[src/rtl/writeback_stage_if.sv]
// writeback_stage_if -- MEM/WB bundle for the writeback stage.
// slave  : the writeback stage. It receives the Mem* fields, the stall/flush
//          controls and the decode read ports, and drives the register-file
//          write port and the bypassed read data.
// master : the surrounding pipeline, or a testbench.
interface writeback_stage_if;
  logic        Stall;
  logic        Flush;
  logic        MemValid;
  logic        MemRegWrite;
  logic        MemMemtoReg;
  logic        MemLink;
  logic [1:0]  MemLoadType;
  logic [4:0]  MemWriteRegister;
  logic [31:0] MemALUResult;
  logic [31:0] MemReadData;
  logic [31:0] MemPCPlus4;
  logic [4:0]  ReadRegister1;
  logic [4:0]  ReadRegister2;
  logic [31:0] RFReadData1;
  logic [31:0] RFReadData2;
  logic        RegWrite;
  logic [4:0]  WriteRegister;
  logic [31:0] WriteData;
  logic [31:0] BypassData1;
  logic [31:0] BypassData2;
  logic [31:0] RetiredCount;

  modport slave (
    input  Stall, Flush, MemValid, MemRegWrite, MemMemtoReg, MemLink,
           MemLoadType, MemWriteRegister, MemALUResult, MemReadData,
           MemPCPlus4, ReadRegister1, ReadRegister2, RFReadData1, RFReadData2,
    output RegWrite, WriteRegister, WriteData, BypassData1, BypassData2,
           RetiredCount
  );

  modport master (
    output Stall, Flush, MemValid, MemRegWrite, MemMemtoReg, MemLink,
           MemLoadType, MemWriteRegister, MemALUResult, MemReadData,
           MemPCPlus4, ReadRegister1, ReadRegister2, RFReadData1, RFReadData2,
    input  RegWrite, WriteRegister, WriteData, BypassData1, BypassData2,
           RetiredCount
  );
endinterface

[src/rtl/writeback_stage.sv]
// writeback_stage -- MEM/WB pipeline register and register-file write driver.
// The stage captures the MEM results and formats load data by size and sign.
// It drives the register-file write port and forwards the writeback value
// into both decode read ports in the same cycle. The register file commits on
// the clock edge, so without this forwarding a read in that cycle would
// return the stale value.
// Ports:
//   Clk   : clock, rising edge
//   Reset : asynchronous, active high; clears all state
//   bus   : writeback_stage_if.slave (Mem* fields, Stall/Flush, read ports,
//           write port, bypass data, RetiredCount)
module writeback_stage (
  input  logic              Clk,
  input  logic              Reset,
  writeback_stage_if.slave  bus
);

  typedef struct packed {
    logic        valid;
    logic        regwrite;
    logic        memtoreg;
    logic        link;
    logic [1:0]  loadtype;
    logic [4:0]  dst;
    logic [31:0] alu;
    logic [31:0] rdata;
    logic [31:0] pc4;
  } wb_t;

  wb_t         wb_q, wb_d;
  logic [31:0] retired_q, retired_d;
  logic        retire;

  // Flush wins over Stall. On a flush only the valid bit matters; the other
  // fields are left as they are.
  always_comb begin
    wb_d = wb_q;
    if (bus.Flush) begin
      wb_d.valid = 1'b0;
    end else if (!bus.Stall) begin
      wb_d.valid    = bus.MemValid;
      wb_d.regwrite = bus.MemRegWrite;
      wb_d.memtoreg = bus.MemMemtoReg;
      wb_d.link     = bus.MemLink;
      wb_d.loadtype = bus.MemLoadType;
      wb_d.dst      = bus.MemWriteRegister;
      wb_d.alu      = bus.MemALUResult;
      wb_d.rdata    = bus.MemReadData;
      wb_d.pc4      = bus.MemPCPlus4;
    end
  end

  // The instruction leaving WB retires unless it is held. A flushed
  // instruction has already done its write, so it still counts.
  assign retire    = wb_q.valid & (bus.Flush | ~bus.Stall);
  assign retired_d = retire ? retired_q + 32'd1 : retired_q;

  always_ff @(posedge Clk or posedge Reset) begin
    if (Reset) begin
      wb_q      <= '0;
      retired_q <= '0;
    end else begin
      wb_q      <= wb_d;
      retired_q <= retired_d;
    end
  end

  // Little-endian load formatting. Bit 0 of the address is ignored for
  // halfword loads.
  logic [7:0]  ld_byte;
  logic [15:0] ld_half;
  logic [31:0] ld_data;

  always_comb begin
    ld_byte = 8'h00;
    case (wb_q.alu[1:0])
      2'd0: ld_byte = wb_q.rdata[7:0];
      2'd1: ld_byte = wb_q.rdata[15:8];
      2'd2: ld_byte = wb_q.rdata[23:16];
      2'd3: ld_byte = wb_q.rdata[31:24];
      default: ld_byte = 8'h00;
    endcase
    ld_half = wb_q.alu[1] ? wb_q.rdata[31:16] : wb_q.rdata[15:0];
    ld_data = wb_q.rdata;
    case (wb_q.loadtype)
      2'b00: ld_data = wb_q.rdata;
      2'b01: ld_data = {{16{ld_half[15]}}, ld_half};
      2'b10: ld_data = {{24{ld_byte[7]}}, ld_byte};
      2'b11: ld_data = {24'h0, ld_byte};
      default: ld_data = wb_q.rdata;
    endcase
  end

  logic        rf_we;
  logic [31:0] wr_data;

  // $zero is never written. Because of that it is never bypassed either.
  assign rf_we   = wb_q.valid & wb_q.regwrite & (wb_q.dst != 5'd0);
  assign wr_data = wb_q.link     ? wb_q.pc4 :
                   wb_q.memtoreg ? ld_data  : wb_q.alu;

  assign bus.RegWrite      = rf_we;
  assign bus.WriteRegister = wb_q.dst;
  assign bus.WriteData     = wr_data;
  assign bus.RetiredCount  = retired_q;
  assign bus.BypassData1   = (rf_we && wb_q.dst == bus.ReadRegister1) ? wr_data : bus.RFReadData1;
  assign bus.BypassData2   = (rf_we && wb_q.dst == bus.ReadRegister2) ? wr_data : bus.RFReadData2;

endmodule
[src/flat_wrapper.sv]
// flat-port wrapper written by rule: the top's interface ports become plain ports
module writeback_stage_flat 
  (Clk, Reset, bus_Stall, bus_Flush, bus_MemValid, bus_MemRegWrite, bus_MemMemtoReg, bus_MemLink, bus_MemLoadType, bus_MemWriteRegister, bus_MemALUResult, bus_MemReadData, bus_MemPCPlus4, bus_ReadRegister1, bus_ReadRegister2, bus_RFReadData1, bus_RFReadData2, bus_RegWrite, bus_WriteRegister, bus_WriteData, bus_BypassData1, bus_BypassData2, bus_RetiredCount);
  writeback_stage_if bus_i ();
  input  logic Clk;
  input  logic Reset;
  input wire logic [$bits(bus_i.Stall)-1:0] bus_Stall;
  input wire logic [$bits(bus_i.Flush)-1:0] bus_Flush;
  input wire logic [$bits(bus_i.MemValid)-1:0] bus_MemValid;
  input wire logic [$bits(bus_i.MemRegWrite)-1:0] bus_MemRegWrite;
  input wire logic [$bits(bus_i.MemMemtoReg)-1:0] bus_MemMemtoReg;
  input wire logic [$bits(bus_i.MemLink)-1:0] bus_MemLink;
  input wire logic [$bits(bus_i.MemLoadType)-1:0] bus_MemLoadType;
  input wire logic [$bits(bus_i.MemWriteRegister)-1:0] bus_MemWriteRegister;
  input wire logic [$bits(bus_i.MemALUResult)-1:0] bus_MemALUResult;
  input wire logic [$bits(bus_i.MemReadData)-1:0] bus_MemReadData;
  input wire logic [$bits(bus_i.MemPCPlus4)-1:0] bus_MemPCPlus4;
  input wire logic [$bits(bus_i.ReadRegister1)-1:0] bus_ReadRegister1;
  input wire logic [$bits(bus_i.ReadRegister2)-1:0] bus_ReadRegister2;
  input wire logic [$bits(bus_i.RFReadData1)-1:0] bus_RFReadData1;
  input wire logic [$bits(bus_i.RFReadData2)-1:0] bus_RFReadData2;
  output wire logic [$bits(bus_i.RegWrite)-1:0] bus_RegWrite;
  output wire logic [$bits(bus_i.WriteRegister)-1:0] bus_WriteRegister;
  output wire logic [$bits(bus_i.WriteData)-1:0] bus_WriteData;
  output wire logic [$bits(bus_i.BypassData1)-1:0] bus_BypassData1;
  output wire logic [$bits(bus_i.BypassData2)-1:0] bus_BypassData2;
  output wire logic [$bits(bus_i.RetiredCount)-1:0] bus_RetiredCount;
  assign bus_i.Stall = bus_Stall;
  assign bus_i.Flush = bus_Flush;
  assign bus_i.MemValid = bus_MemValid;
  assign bus_i.MemRegWrite = bus_MemRegWrite;
  assign bus_i.MemMemtoReg = bus_MemMemtoReg;
  assign bus_i.MemLink = bus_MemLink;
  assign bus_i.MemLoadType = bus_MemLoadType;
  assign bus_i.MemWriteRegister = bus_MemWriteRegister;
  assign bus_i.MemALUResult = bus_MemALUResult;
  assign bus_i.MemReadData = bus_MemReadData;
  assign bus_i.MemPCPlus4 = bus_MemPCPlus4;
  assign bus_i.ReadRegister1 = bus_ReadRegister1;
  assign bus_i.ReadRegister2 = bus_ReadRegister2;
  assign bus_i.RFReadData1 = bus_RFReadData1;
  assign bus_i.RFReadData2 = bus_RFReadData2;
  assign bus_RegWrite = bus_i.RegWrite;
  assign bus_WriteRegister = bus_i.WriteRegister;
  assign bus_WriteData = bus_i.WriteData;
  assign bus_BypassData1 = bus_i.BypassData1;
  assign bus_BypassData2 = bus_i.BypassData2;
  assign bus_RetiredCount = bus_i.RetiredCount;
  writeback_stage u_core (.Clk(Clk), .Reset(Reset), .bus(bus_i));
endmodule
[config.mk]
export PLATFORM = sky130hd
export DESIGN_NAME = writeback_stage_flat
export DESIGN_NICKNAME = d
export VERILOG_FILES = /design/src/rtl/writeback_stage_if.sv /design/src/rtl/writeback_stage.sv /design/src/flat_wrapper.sv
export SDC_FILE = /design/constraint.sdc
export NUM_CORES = 1
export LEC_CHECK = 0
export BUFFER_PORTS_ARGS = -buffer_cell sky130_fd_sc_hd__buf_4
export CORE_MARGIN = 10
export CORE_UTILIZATION = 51
export CTS_BUF_LIST = sky130_fd_sc_hd__clkbuf_8
export DETAILED_ROUTE_END_ITERATION = 8
export PLACE_DENSITY = 0.84
export SLEW_MARGIN = 20
export SYNTH_ARGS = -nofsm -noshare
export SYNTH_HDL_FRONTEND = slang
export SYNTH_SLANG_ARGS = --single-unit
[constraint.sdc]
create_clock -name Clk -period 5.55 [get_ports Clk]
set_clock_uncertainty 0.05 [all_clocks]
set_input_delay 0.8325 -clock Clk [delete_from_list [all_inputs] [get_ports Clk]]
set_output_delay 0.8325 -clock Clk [all_outputs]
set_load 0.02 [all_outputs]
# Word-level counts from Yosys, hierarchy flattened
# Index checks and enable logic that the tools add are counted.
# classes
add_sub_neg	1
eq_ne	9
mux	9
n_bitwise	6
reduce_logical	6
# ops
op	n
$mux W32	4
$pmux W32 S4	1
$mux W107	1
$add A32 B1 Y32 const B	1
$pmux W8 S4	1
$mux W16	1
$eq A5 B5 Y1	2
$eq A2 B2 Y1 const B	4
$reduce_bool A5 Y1	1
$eq A2 B1 Y1 const B	2
$logic_not A2 Y1	2
$and A1 B1 Y1	3
$logic_and A1 B1 Y1	2
$ne A2 B1 Y1 const B	1
$not A1 Y1	2
$reduce_and A2 Y1	1
$mux W1	1
$or A1 B1 Y1	1
# word_totals
regBits	139
output_inout_bits	134

# Longest topological paths before layout
# Gate-level depths: netlist (run 1).
# depth
depth_word	6
mapped_depth	7
mapped_depth_nobuf	4

# Worst setup path before layout (run 1)
# OpenSTA, ideal clock, no wires.
# synth_path
path_kind	input port to output port
start	input bus_ReadRegister1[2]
end	output bus_BypassData1[0]
arrival_time_ns	2.035
path_slack_ns	2.633
path_stages	4
n_path_buf	0
path_cell_list	xnor2_1 > nand3_1 > or4b_2 > o22ai_1
# synth_between
elab_chain_len	3
# synth_lines
item	line_no	source
start, declared	flat_wrapper.sv:18	input wire logic [$bits(bus_i.ReadRegister1)-1:0] bus_ReadRegister1;
$eq A5 B5 Y1	writeback_stage.sv:106	assign bus.BypassData1 = (rf_we && wb_q.dst == bus.ReadRegister1) ? wr_data : bus.RFReadData1;
$logic_and A1 B1 Y1	writeback_stage.sv:106	
$mux W32	writeback_stage.sv:106	
end, declared	flat_wrapper.sv:25	output wire logic [$bits(bus_i.BypassData1)-1:0] bus_BypassData1;
# Every way passes these cells.

# Worst setup path in the final report (run 1)
# layout_path
start	register u_core.wb_q[65] (netlist bit)
end	output bus_BypassData2[30]
# layout_between
elab_chain_len	6
# layout_lines
item	line_no	source
start, declared	writeback_stage.sv:30	wb_t wb_q, wb_d;
start signal, assigned	writeback_stage.sv:63	wb_q <= wb_d;
$eq A2 B2 Y1, or another cell as far along	writeback_stage.sv:76	case (wb_q.alu[1:0])
$pmux W8 S4	writeback_stage.sv:76	
$pmux W32 S4 (*)	writeback_stage.sv:85	case (wb_q.loadtype)
$mux W32 (*)	writeback_stage.sv:100	wb_q.memtoreg ? ld_data : wb_q.alu;
$mux W32 (*)	writeback_stage.sv:99	assign wr_data = wb_q.link ? wb_q.pc4 :
$mux W32 (*)	writeback_stage.sv:107	assign bus.BypassData2 = (rf_we && wb_q.dst == bus.ReadRegister2) ? wr_data : bus.RFReadData2;
end, declared	flat_wrapper.sv:26	output wire logic [$bits(bus_i.BypassData2)-1:0] bus_BypassData2;
# Mark *: on every way between the ends. The rest lies on a longest branch, timed or not.

==> results.txt, run 1 <==
Clock Path Buffers -> 2
First drt pass iteration count -> 7
Die height -> 144 um
Synthesized net count -> 848
CP Data Required Time -> 4670 ps
Post-CTS Setup Inserts -> 0
Worst r2r path cells -> 2
Total routed wirelength -> 27400 um
Top cell type's share of synthesized area -> 0.442
Clk sinks -> 139
Initial antenna violation count -> 2
Fin util -> 0.706
Largest net degree at the start of global routing -> 98
Status -> finished, final reports clean
Grt total ovfl -> 0
Period minus WS final -> 4410 ps
I/O pin cnt -> 319
Die width -> 144 um
Reg2reg end -> u_core.wb_q[104]
Power per standard cell area -> 293 mW/mm2
Most common cell after layout, fill and taps aside -> buf_4
Initial Util -> 0.520
FILL cells -> 1111
Flop2flop setup slack -> 3580 ps
# rows -> 45
Synth Area per Inst -> 11.9 um2
Share of cells above drive strength 1 -> 0.554
WL/cell -> 23.7 um
Hold Slack -> 421 ps
Final slew viol count -> 0
Worst-path fanout max -> 29
Yosys reg bits -> 139
Port bufs -> 318
CTS tree -> yes
Number of global-route vias before repair -> 6919
Hold path cells -> 1
CP delay by family, top -> compound AO/OA/AOI/OAI gates
Final setup viols -> 0
Area leader, netlist -> dfrtp_1
Critical path type -> reg2out
Sequential-to-total area share from yosys stat -> 0.442
Syn. warnings -> 0
Slowest-stage cell, CP -> dfrtp_1
Worst r2r src -> u_core.wb_q[104]
WP buf/inv -> 1
Clk_lat worst skew -> 440 ps
Clk slew on worst S/H paths -> 70 ps
Die area -> 0.0208 mm2
Worst Tran Pin Value -> 1030 ps
Post-Syn Instances -> 662
Area delta synth->final -> 35.9%
Net count, final -> 1137
Via density -> 5.87
Total power -> 0.00313 W
Most frequent cells in the layout -> buf_4, dfrtp_1, mux2_2
DP Wirelength -> 21000 um
Max-Cap Viols -> 0
LEAKAGE -> 4.94 nW
Metal-1 WL -> 10300 um
DRC viols -> 0
Met2 routed WL -> 13100 um
Placed cell count -> 1120
Worst Hold Path EP -> u_core.bus.RetiredCount[31]
Critical path's largest stage delay -> 890 ps
Fin Setup TNS -> 0 ps
Synth Cell Area -> 0.00787 mm2
Global-route wire length before repair -> 40300 um
Total number of vias -> 6772
Critical Path, Cell by Cell -> mux2_2 > a32oi_4 > a31oi_1 > mux2_2 > buf_4
Setup crit end kind -> output port
WP data arrival -> 3520 ps
DRT iter0 DRCs -> 440
Metal3 WL -> 2870 um
H-Tree Depth -> 4
CTS Buf Count -> 17
Max transition margin -> 0.310
Core area -> 0.0151 mm2
CP most frequent cell -> mux2_2
Routability cong. -> 0.874
Root buf cell -> clkbuf_8
Hold Crit Class -> reg2reg
Highest routed layer -> met4
Unique cell type count in the Yosys netlist -> 53
Worst hold start -> u_core.bus.RetiredCount[31]
Post-CTS Resized -> 0
Antenna viol nets, final -> 0
Peak VDD IR -> 0.177 mV
CP Launch Type -> flip-flop
GRT Overall Usage -> 0.253
Fmax -> 227 MHz
Final Hold Viols -> 0
Fin cells -> 1154
Cts hold-fix bufs -> 0
Fin crit share -> 0.794
Largest cells by area after synthesis -> dfrtp_1, mux2_2, mux2_4
RSZ-0062 raised after global routing -> false
report_power, final:
group,internal [W],switching (W)
Sequential,0.00114,0.000149
Combinational,0.000476,0.000531
Clock,0.000459,0.000377
Total,0.00208,0.00106
sequential cells by signal (all words and copies together), names as in the netlist:
signal                    flops
u_core.bus.RetiredCount      32
u_core.bus.WriteRegister      5
u_core.wb_q                 102
cell families after synthesis:
group / count (synthesis) / share of synthesized area
xor gates and xnor gates: 41 / 0.0456
adders and majority gates: 1 / 0.00159
and+or+nand+nor: 127 / 0.106
DFF: 139 / 0.442
muxes: 175 / 0.262
AOI/OAI and AO/OA: 111 / 0.0985
buffers and inverters: 68 / 0.0439
how the worst max path moves through the flow:
stage                    start                          to  cells after the start
5_1_grt        u_core.wb_q[65]         bus_BypassData1[21]                      5
4_1_cts        u_core.wb_q[65]         bus_BypassData2[21]                      5
3_3_place_gp   u_core.wb_q[65]         bus_BypassData2[21]                      5
3_5_place_dp   u_core.wb_q[65]         bus_BypassData2[21]                      5
2_1_floorplan            Reset  u_core.bus.RetiredCount[0]                      1
6_report       u_core.wb_q[65]         bus_BypassData2[30]                      5
per-stage QoR:
| step | area (um2) | worst slack (ps) |
|---|---|---|
| global placement | 10300 | 1730 |
| floorplan | 7870 | 943 |
| detailed placement | 10300 | 1670 |
| global route | 10700 | 1000 |
| CTS | 10700 | 1170 |
| finish | 10700 | 1140 |
cell type report:
| cell class | count | area (um2) | area share |
|---|---|---|---|
| clock buffers | 26 | 358 | 0.0335 |
| multi-input cells | 455 | 4070 | 0.380 |
| repair buffers | 325 | 2440 | 0.228 |
| clock inverters | 6 | 56.3 | 0.00526 |
| diodes | 2 | 5.00 | 0.000468 |
| well taps | 188 | 235 | 0.0220 |
| flip-flops and latches | 139 | 3480 | 0.325 |
| inverters | 13 | 53.8 | 0.00503 |
per-layer routing:
layer / vias to the layer above / track usage
met1: 3316 / 0.295
met5: - / 0
met2: 322 / 0.407
met4: 0 / 0.115
met3: 59 / 0.0938
li1: 3075 / -
cell usage after synthesis (all sizes together):
cell type,number
mux2,173
dfrtp,139
a31oi,34
clkbuf,31
xnor2,27
buf,24
a221oi,22
nand2,22
o21ai,22
o22ai,17
nand3,16
nand4,14
or3,14
xor2,14
inv,12
and4b,9
nor4,9
nor3,8
and2,6
nor2,5
a21oi,4
and4,4
nor2b,4
a21bo,3
and3,3
a22oi,2
mux2i,2
nand2b,2
o211ai,2
o31ai,2
or2,2
or4,2
or4b,2
a311oi,1
a32oi,1
and3b,1
clkinv,1
ha,1
nand3b,1
nand4b,1
nor3b,1
nor4b,1
o31a,1
No activity file was read; power rests on OpenSTA's default activity.
==> run 2, diff against run 1 <==
clock period = 4.1 ns   (was 5.55 ns; I/O delays follow)
==> results.txt, run 2 (synthesis results as in run 1) <==
Clk slew on worst S/H paths -> 80 ps
WP data arrival -> 3060 ps
Total routed wirelength -> 27300 um
Most flop-heavy register -> u_core.wb_q
Critical path's largest stage delay -> 840 ps
Routability cong. -> 0.860
Flop2flop setup slack -> 2140 ps
DRC viols -> 0
Most frequent cells in the layout -> buf_4, dfrtp_1, mux2_2
Max FFs per register -> 102
Die width -> 144 um
Die area -> 0.0208 mm2
CP delay by family, top -> flip-flops
Hold Crit Class -> in2async
LEAKAGE -> 4.95 nW
H-Tree Depth -> 4
Worst r2r src -> u_core.bus.RetiredCount[9]
Global-route wire length before repair -> 40000 um
CTS tree -> yes
Worst-path fanout max -> 24
Peak VDD IR -> 0.274 mV
Core area -> 0.0151 mm2
Initial Util -> 0.520
Clock Path Buffers -> 2
Setup crit end kind -> output port
Global route hottest layer -> met2
Met2 Use GR -> 0.423
Clk sinks -> 139
GRT met1 Usage -> 0.289
Worst r2r path cells -> 4
Antenna viol nets, final -> 0
Worst Tran Pin Value -> 1080 ps
Final slew viol count -> 0
# rows -> 45
CP Launch Type -> flip-flop
Port bufs -> 318
Net count, final -> 1138
Post-CTS Resized -> 0
Grt total ovfl -> 0
Initial antenna violation count -> 1
Max transition margin -> 0.277
Final WS setup -> 379 ps
I/O pin cnt -> 319
Fin Setup TNS -> 0 ps
Post-CTS Setup Inserts -> 0
Power per standard cell area -> 406 mW/mm2
WP buf/inv -> 2
WL/cell -> 23.7 um
Area delta synth->final -> 36.5%
Status -> finished, final reports clean
Reg2reg end -> u_core.bus.RetiredCount[25]
Number of global-route vias before repair -> 6929
Slowest-stage cell, CP -> dfrtp_1
Antenna cells -> 0
Fin crit share -> 0.908
Cts hold-fix bufs -> 0
DRT iter0 DRCs -> 569
Die height -> 144 um
Final Hold Viols -> 0
Total number of vias -> 6741
Period minus WS final -> 3720 ps
Largest net degree at the start of global routing -> 112
CP Data Required Time -> 3430 ps
Via density -> 5.85
Fmax -> 269 MHz
Final setup viols -> 0
GRT Overall Usage -> 0.250
Grt met3 use -> 0.102
CP Depth -> 5
First drt pass iteration count -> 7
DP Worst Slack -> 848 ps
RSZ-0062 raised after global routing -> false
Share of cells above drive strength 1 -> 0.555
CTS Buf Count -> 17
Most common cell after layout, fill and taps aside -> buf_4
Max-Cap Viols -> 0
DP Wirelength -> 20800 um
Root buf cell -> clkbuf_8
Clk_lat worst skew -> 450 ps
Critical path type -> reg2out
Critical Path, Cell by Cell -> inv_1 > a311oi_1 > a31oi_1 > mux2_4 > buf_4
run 2: changes by cell type in the layout (fill, tap and decap cells not counted), moves of 2 or more:
cell        previous run  this run
bufinv_16              1         5
diode_2                2         0
clkinvlp_4             1         3
clkbuf_8              26        18
clkinv_2               3         7
run 2: stage by stage:
step / instance area [um2] / utilization / power [W] / hold WS [ps] / cells
after CTS: 10700 / 0.709 / 0.00438 / 85.6 / 1153
after detailed placement: 10300 / 0.680 / 0.00312 / 418 / 1121
after floorplan: 7880 / - / 0.00252 / 422 / 662
after global placement: 10300 / 0.680 / 0.00309 / 413 / 1121
after global routing: 10700 / 0.709 / 0.00456 / 105 / 1153
final: 10700 / 0.709 / 0.00437 / 96.0 / 1153
run 2: layer usage:
| layer | vias to the layer above | wire length, um |
|---|---|---|
| met1 | 3330 | 10400 |
| met2 | 310 | 13600 |
| li1 | 3061 | - |
| met4 | 2 | 506 |
| met5 | - | 20 |
| met3 | 38 | 2770 |
run 2: how the worst max path moves through the flow:
stage | to | startpoint
after floorplan | bus_BypassData1[25] | u_core.wb_q[102]
after detailed placement | bus_BypassData2[8] | u_core.wb_q[104]
after global routing | bus_BypassData1[20] | u_core.wb_q[104]
after CTS | bus_BypassData2[8] | u_core.wb_q[104]
final | bus_BypassData2[8] | u_core.wb_q[104]
after global placement | bus_BypassData2[20] | u_core.wb_q[104]
run 2: power breakdown:
part	total, W	switching [W]	internal, W	leakage [nW]
combinational	0.00137	0.000726	0.000645	3.03
clock	0.00126	0.000529	0.000732	0.228
sequential	0.00173	0.000186	0.00155	1.69
run 2: layout make-up:
type | count | area [um2]
clock inverters | 14 | 200
inverters | 13 | 52.6
clock buffers | 18 | 248
flip-flops and latches | 139 | 3480
fillers | 1124 | 4400
well taps | 188 | 235
repair buffers | 326 | 2460
multi-input cells | 455 | 4070
==> run 3, diff against run 2 <==
CORE_UTILIZATION = 40   (was 51)
PLACE_DENSITY = 0.68   (was 0.84)
==> results.txt, run 3 (synthesis results as in run 1) <==
Register Area -> 0.00348 mm2
Area delta synth->final -> 38.0%
WL/cell -> 22.3 um
Status -> finished, final reports clean
Clk_lat worst skew -> 450 ps
Peak VDD IR -> 0.256 mV
LEAKAGE -> 4.96 nW
Max transition margin -> 0.328
Clk sinks -> 139
Period minus WS final -> 3490 ps
CTS tree -> yes
Cts hold-fix bufs -> 0
Worst Tran Pin Value -> 1010 ps
Most common cell after layout, fill and taps aside -> buf_4
Number of global-route vias before repair -> 7021
Total routed wirelength -> 27600 um
FILL cells -> 1765
Fmax -> 286 MHz
Final setup viols -> 0
Total number of vias -> 6599
Metal3 WL -> 2340 um
Metal-1 WL -> 10900 um
Multi-input logic area -> 0.00407 mm2
Final slew viol count -> 0
Root buf cell -> clkbuf_8
Share of cells above drive strength 1 -> 0.556
CP delay by family, top -> compound AO/OA/AOI/OAI gates
Core area -> 0.0194 mm2
GRT Overall Usage -> 0.208
RSZ-0062 raised after global routing -> false
Switching pwr -> 0.00147 W
Grt total ovfl -> 0
WP buf/inv -> 2
Fin Setup TNS -> 0 ps
Port bufs -> 318
I/O pin cnt -> 319
CP Launch Type -> flip-flop
Post-CTS Resized -> 0
Fin util -> 0.560
CP most frequent cell -> buf_4
CTS Buf Count -> 17
Largest net degree at the start of global routing -> 100
Final WS setup -> 609 ps
Sw Share -> 0.342
DRC viols -> 0
Via density -> 5.34
Worst r2r src -> u_core.bus.RetiredCount[9]
First drt pass iteration count -> 5
Die height -> 160 um
Critical Path, Cell by Cell -> and2_1 > a32oi_4 > buf_4 > a31oi_1 > mux2_1 > buf_4
Power per standard cell area -> 397 mW/mm2
Initial antenna violation count -> 5
Setup crit end kind -> output port
Clock Path Buffers -> 2
Routability cong. -> 0.832
Worst r2r path cells -> 4
Fin crit share -> 0.851
Most frequent cells in the layout -> buf_4, dfrtp_1, mux2_2
Final Hold Viols -> 0
Die width -> 160 um
Slowest-stage cell, CP -> dfrtp_1
Max FFs per register -> 102
Met2 routed WL -> 13800 um
Flop2flop setup slack -> 2170 ps
Die area -> 0.0257 mm2
Critical path type -> reg2out
Logic pwr share -> 0.319
P_int -> 0.00284 W
Net count, final -> 1142
Clock power share -> 0.281
Reg2reg end -> u_core.bus.RetiredCount[31]
Worst-path fanout max -> 20
Antenna viol nets, final -> 0
Critical path's largest stage delay -> 550 ps
H-Tree Depth -> 4
WP data arrival -> 2830 ps
Global-route wire length before repair -> 42100 um
Hold Crit Class -> in2async
Most flop-heavy register -> u_core.wb_q
# rows -> 51
DP Worst Slack -> 1110 ps
Initial Util -> 0.406
Max-Cap Viols -> 0
DP Wirelength -> 21500 um
Reg power frac -> 0.400
Clk slew on worst S/H paths -> 90 ps
DRT iter0 DRCs -> 361
Highest routed layer -> met5
Post-CTS Setup Inserts -> 0
CP Data Required Time -> 3430 ps
-- run 3: cell types whose count changed in the layout (fill, tap and decap cells not counted), moves of 2 or more --
cell,previous run,this run
diode_2,0,2
clkinv_4,0,2
clkinv_2,7,0
bufinv_16,5,3
buf_4,325,328
inv_6,0,3
-- run 3: power by group through the flow --
stage	Combinational, W	Sequential [W]	Clock, W
floorplan	0.000821	0.00170	0
global placement	0.00137	0.00175	0
detailed placement	0.00138	0.00175	0
CTS	0.00139	0.00172	0.00123
global route	0.00148	0.00175	0.00130
finish	0.00137	0.00172	0.00121
-- run 3: per-layer routing --
| metal | up-vias | global-route usage |
|---|---|---|
| li1 | 3078 | - |
| met1 | 3221 | 0.242 |
| met2 | 261 | 0.352 |
| met3 | 33 | 0.0803 |
| met4 | 6 | 0.0492 |
| met5 | - | 0 |
-- run 3: cell type report --
class | count | share of cell area
flip-flops and latches | 139 | 0.320
clock buffers | 19 | 0.0241
multi-input cells | 455 | 0.375
clock inverters | 12 | 0.0151
repair buffers | 330 | 0.230
diodes | 2 | 0.000461
inverters | 13 | 0.00484
well taps | 265 | 0.0305
-- run 3: worst max-delay path by stage --
stage,slack [ps],cells past startpoint,endpoint,from
floorplan,1440,6,bus_BypassData1[25],u_core.wb_q[102]
global placement,1110,7,bus_BypassData2[31],bus_ReadRegister2[1]
detailed placement,1110,6,bus_BypassData1[22],u_core.wb_q[102]
CTS,610,6,bus_BypassData2[22],u_core.wb_q[102]
global route,450,6,bus_BypassData2[22],u_core.wb_q[102]
finish,610,6,bus_BypassData1[22],u_core.wb_q[102]
-- run 3: per-stage QoR --
step	power, W	instances	area (um2)	hold slack (ps)
after CTS	0.00435	1233	10900	291
after global placement	0.00312	1202	10400	409
after floorplan	0.00252	662	7880	422
after detailed placement	0.00313	1202	10400	412
final	0.00431	1235	10900	242
after global routing	0.00453	1233	10900	281
-- run 3: tightest hold or removal path, cell delays in order --
cell,delay [ps]
buf_4,120
clkinvlp_4,80
buf_12,370
